$ cat src/rtl/square_composer.sv
// Rebuilds a radicand from a (root, remainder) pair with a shift-and-add square.
// One result per operand pair, valid/ready on both sides, non-overlapped.
module square_composer #(
  parameter int WIDTH = 4
) (
  input  logic                 clk,
  input  logic                 rst,
  input  logic                 din_valid,
  output logic                 din_ready,
  input  logic [WIDTH-1:0]     root,
  input  logic [2*WIDTH-1:0]   remainder,
  output logic                 dout_valid,
  input  logic                 dout_ready,
  output logic [2*WIDTH:0]     radicand,
  output logic                 canonical
);

  localparam int RW = 2*WIDTH + 1;
  localparam int CW = (WIDTH > 1) ? $clog2(WIDTH) : 1;

  typedef enum logic [1:0] {
    IDLE,
    CALC,
    DONE
  } state_t;

  state_t state;
  state_t state_n;

  logic [WIDTH-1:0]   root_q;
  logic [2*WIDTH-1:0] rem_q;
  logic [RW-1:0]      acc;
  logic [RW-1:0]      addend;
  logic [RW-1:0]      sum;
  logic [CW-1:0]      cnt;
  logic               last;

  assign din_ready  = (state == IDLE);
  assign dout_valid = (state == DONE);

  assign last   = (cnt == CW'(WIDTH-1));
  assign addend = root_q[cnt] ? (RW'(root_q) << cnt) : '0;
  assign sum    = acc + addend;

  always_comb begin
    state_n = state;
    unique case (state)
      IDLE: if (din_valid) state_n = CALC;
      CALC: if (last) state_n = DONE;
      DONE: if (dout_ready) state_n = IDLE;
      default: state_n = IDLE;
    endcase
  end

  always_ff @(posedge clk) begin
    if (rst) state <= IDLE;
    else     state <= state_n;
  end

  // Outputs update only on the CALC->DONE edge so they hold elsewhere.
  always_ff @(posedge clk) begin
    if (rst) begin
      root_q    <= '0;
      rem_q     <= '0;
      acc       <= '0;
      cnt       <= '0;
      radicand  <= '0;
      canonical <= 1'b0;
    end else begin
      unique case (state)
        IDLE: begin
          if (din_valid) begin
            root_q <= root;
            rem_q  <= remainder;
            acc    <= RW'(remainder);
            cnt    <= '0;
          end
        end
        CALC: begin
          acc <= sum;
          cnt <= cnt + CW'(1);
          if (last) begin
            radicand  <= sum;
            canonical <= (rem_q <= (2*WIDTH)'({root_q, 1'b0}));
          end
        end
        default: begin
        end
      endcase
    end
  end

endmodule

$ cat config.mk
export PLATFORM = sky130hd
export DESIGN_NAME = square_composer
export DESIGN_NICKNAME = d
export VERILOG_FILES = /design/src/rtl/square_composer.sv
export SDC_FILE = /design/constraint.sdc
export NUM_CORES = 1
export LEC_CHECK = 0
export BUFFER_PORTS_ARGS = -buffer_cell sky130_fd_sc_hd__buf_2
export CORE_MARGIN = 3
export CORE_UTILIZATION = 60
export DETAILED_ROUTE_END_ITERATION = 8
export MAX_ROUTING_LAYER = met4
export PLACE_DENSITY = 0.92
export REMOVE_ABC_BUFFERS = 1
export SYNTH_ARGS = -nofsm -noshare
export SYNTH_HDL_FRONTEND = slang
export SYNTH_SLANG_ARGS = --single-unit
$ cat constraint.sdc
create_clock -name clk -period 4.9 [get_ports clk]
set_input_delay 0.245 -clock clk [delete_from_list [all_inputs] [get_ports clk]]
set_output_delay 0.245 -clock clk [all_outputs]
set_load 0.1 [all_outputs]
==> results.py <==
metrics = {
    "status": {
        "status": "complete, no violations",
    },
    "die": {
        "pin_count": 28,
        "die_y_um": 61.3,
        "die_area_um2": 3760,
        "die_w_um": 61.3,
        "rows": 19,
        "core_um2": 2830,
        "initial_core_util_pct": 64.8,
    },
    "worst_setup_path": {
        "cp_top_family": "compound AO/OA/AOI/OAI gates",
        "max_stage_delay_ns": 0.53,
        "cp_common_cell": "a21oi_1",
        "critPathCaptureType": "flop",
        "crit_arrival_ns": 2.53,
        "crit_buf_inv": 0,
        "startpoint_type": "flop",
        "crit_path_cell_trace": "nor3b_1, ha_1, fa_1, a21oi_1, nor2_1, o41ai_2, xor2_1, a21oi_1",
        "crit_type": "flop to flop",
        "crit_path_max_fanout": 10,
        "cp.required_ns": 5.13,
        "crit_slowest_cell": "dfxtp_1",
    },
    "placement": {
        "placed_area_um2": 1950,
        "io_buffers": 27,
        "gp_congestion": 0.864,
        "dpl.cell_count": 278,
        "dp_hpwl_mm": 2.94,
    },
    "detailed_routing": {
        "post_drt_wl_per_cell_um": 14.6,
        "via_per_inst": 5.88,
        "drt_iter0_drc": 106,
        "finalWirelength_mm": 4.17,
        "ant_nets": 0,
        "drc": 0,
        "vias": 1681,
        "firstDrtPassIters": 4,
    },
    "grt": {
        "grt_pass1_vias": 1600,
        "grt_pass1_wl_mm": 7.04,
        "overflow": 0,
        "antenna_found_initial": 0,
        "grt_usage_pct": 26.2,
        "grt_max_degree": 37,
    },
    "timing": {
        "slew_headroom_pct": 44.4,
        "maxSlewViolCount": 0,
        "fin_crit_ns": 2.29,
        "skew_ns": 0.0162,
        "fmax_mhz": 436,
        "period_share_pct": 46.8,
        "grt_setup_unrepaired": "no",
        "tns_ns": 0,
        "final-setup-viol-count": 0,
        "hold_slack_ns": 0.123,
        "hold_viol_final": 0,
        "worstMarginPinSlew_ns": 0.831,
    },
    "final_layout": {
        "drive_gt1_share_pct": 15.7,
        "multi_input_area_um2": 1040,
        "fin_cells": 286,
        "register_area_um2": 701,
        "antenna_cells": 0,
        "fin_util_pct": 72.6,
        "final_cell_area_um2": 2050,
        "nets": 283,
        "nFillCells": 219,
        "syn2layout_area_growth_pct": 11.9,
    },
    "synth": {
        "synth_edf_count": 0,
        "synth.distinct_cells": 44,
        "ys_top_cells_by_count": "nand2_1, dfxtp_1, a21oi_1",
        "seq_area_frac_synth_pct": 38.2,
        "syn-cell-area_um2": 1830,
        "syn_avg_cell_area_um2": 7.94,
        "synth_ff_type": "dfxtp_1",
        "synth-seq-cells": 35,
        "netlist_top_cells_area": "dfxtp_1, nand2_1, a21oi_1",
        "syn_inst": 231,
        "synth_async_sr_flop_share_pct": 0,
        "ys_warn_count": 0,
        "synth_top_area_share_pct": 38.2,
        "yosysTopAreaCell": "dfxtp_1",
        "synthMostInstantiatedCell": "nand2_1",
    },
    "clock_tree": {
        "numCtsBuffers": 5,
        "clockBufferDepth": 2,
        "cts_setup_buffers": 0,
        "cts.clk_slew.worst_paths_ns": 0.13,
        "cts_tree": "built",
        "clock-root-buffer": "clkbuf_4",
        "clock_latency_ns": 0.37,
        "cts.sinks": 35,
        "h-tree-depth": 2,
        "cts_hold_buf": 0,
        "post_cts_resized": 0,
    },
    "power": {
        "p_int_mw": 0.486,
        "seqPwrFrac_pct": 47.0,
        "powerDensity_nw_per_um2": 320,
        "power_frac_clock_pct": 40.4,
        "comb_power_share_pct": 12.5,
        "netSwitchingPower_mw": 0.171,
        "switching_share_pct": 26.1,
        "leakage_nw": 0.889,
        "ir_drop_v": 0.000192,
    },
    "run": {
        "maxCapViolCount": 0,
    },
    "min_path": {
        "min_path_type": "input pin to flop",
    },
}
## worst min-delay path, cell delays in order
cell and delay [ns]:
buf_2 0.09, nand2_1 0.05, a21oi_1 0.05
## through the flow
step / worst slack, ns / power, mW
2_1_floorplan: 2.30 / 0.370
3_3_place_gp: 2.76 / 0.394
3_5_place_dp: 2.67 / 0.396
4_1_cts: 2.62 / 0.658
5_1_grt: 2.41 / 0.682
6_report: 2.61 / 0.657
## final timing paths
| path | from | endpoint | slack [ns] | cells past startpoint |
|---|---|---|---|---|
| min | root[3] | root_q[3]$_SDFFE_PP0P_ | 0.12 | 3 |
| max | cnt[0]$_SDFFE_PP0P_ | radicand[8]$_SDFFE_PP0P_ | 2.61 | 8 |
| max reg2reg | cnt[0]$_SDFFE_PP0P_ | radicand[8]$_SDFFE_PP0P_ | 2.61 | 8 |
| min reg2reg | radicand[7]$_SDFFE_PP0P_ | radicand[7]$_SDFFE_PP0P_ | 0.46 | 2 |
## logic make-up after synthesis
group / after synthesis / share of synthesized area (%)
compound gates: 60 / 19.2
xor+xnor: 5 / 2.39
fa+ha+maj: 13 / 9.28
buf+inv: 19 / 4.91
flops: 35 / 38.2
simple gates: 99 / 26.1
## area by class of cell
cell class              count  share of cell area (%)
flip-flops and latches     35                    34.1
repair buffers             27                    6.58
clock inverters             3                    3.29
clock buffers               5                    1.83
inverters                   8                    1.46
well taps                  31                    1.89
multi-input cells         177                    50.8
## power groups by stage
stage | Sequential (mW) | Clock (mW) | Combinational (mW)
2_1_floorplan | 0.313 | 0 | 0.0569
3_3_place_gp | 0.315 | 0 | 0.0796
3_5_place_dp | 0.315 | 0 | 0.0812
4_1_cts | 0.309 | 0.267 | 0.0822
5_1_grt | 0.311 | 0.278 | 0.0930
6_report | 0.309 | 0.266 | 0.0824
## layer usage
layer	GRT usage, %	up-vias	wire length, um
met5	-	-	0
met4	9.60	0	68
met3	6.50	9	207
met2	41.2	42	2010
met1	32.3	774	1880
li1	-	856	-
## state kept, by name (all words and copies together), names as in the netlist
register	cells
canonical	1
root_q	4
acc	9
radicand	9
rem_q	8
state	2
cnt	2
## cell usage in the layout, fill, tap and decap left out, types with 2 or more instances in the layout
cell       synthesis  final
nand2_1           55     55
dfxtp_1           35     35
a21oi_1           32     32
buf_2              3     27
ha_1              12     12
nor2_1             9      9
inv_1              8      8
nand3_1            8      8
a31oi_1            7      7
o21ai_0            5      5
o21ai_1            5      5
clkbuf_4           0      5
xnor2_1            3      3
nor3_1             3      3
and3_1             2      2
nand3b_1           2      2
nor3b_1            2      2
nand2b_1           2      2
nand4_1            2      2
a21o_1             2      2
and4_1             2      2
nor4_1             2      2
or3_1              2      2
xor2_1             2      2
bufinv_16          0      2
No activity file was read; power rests on OpenSTA's default activity.
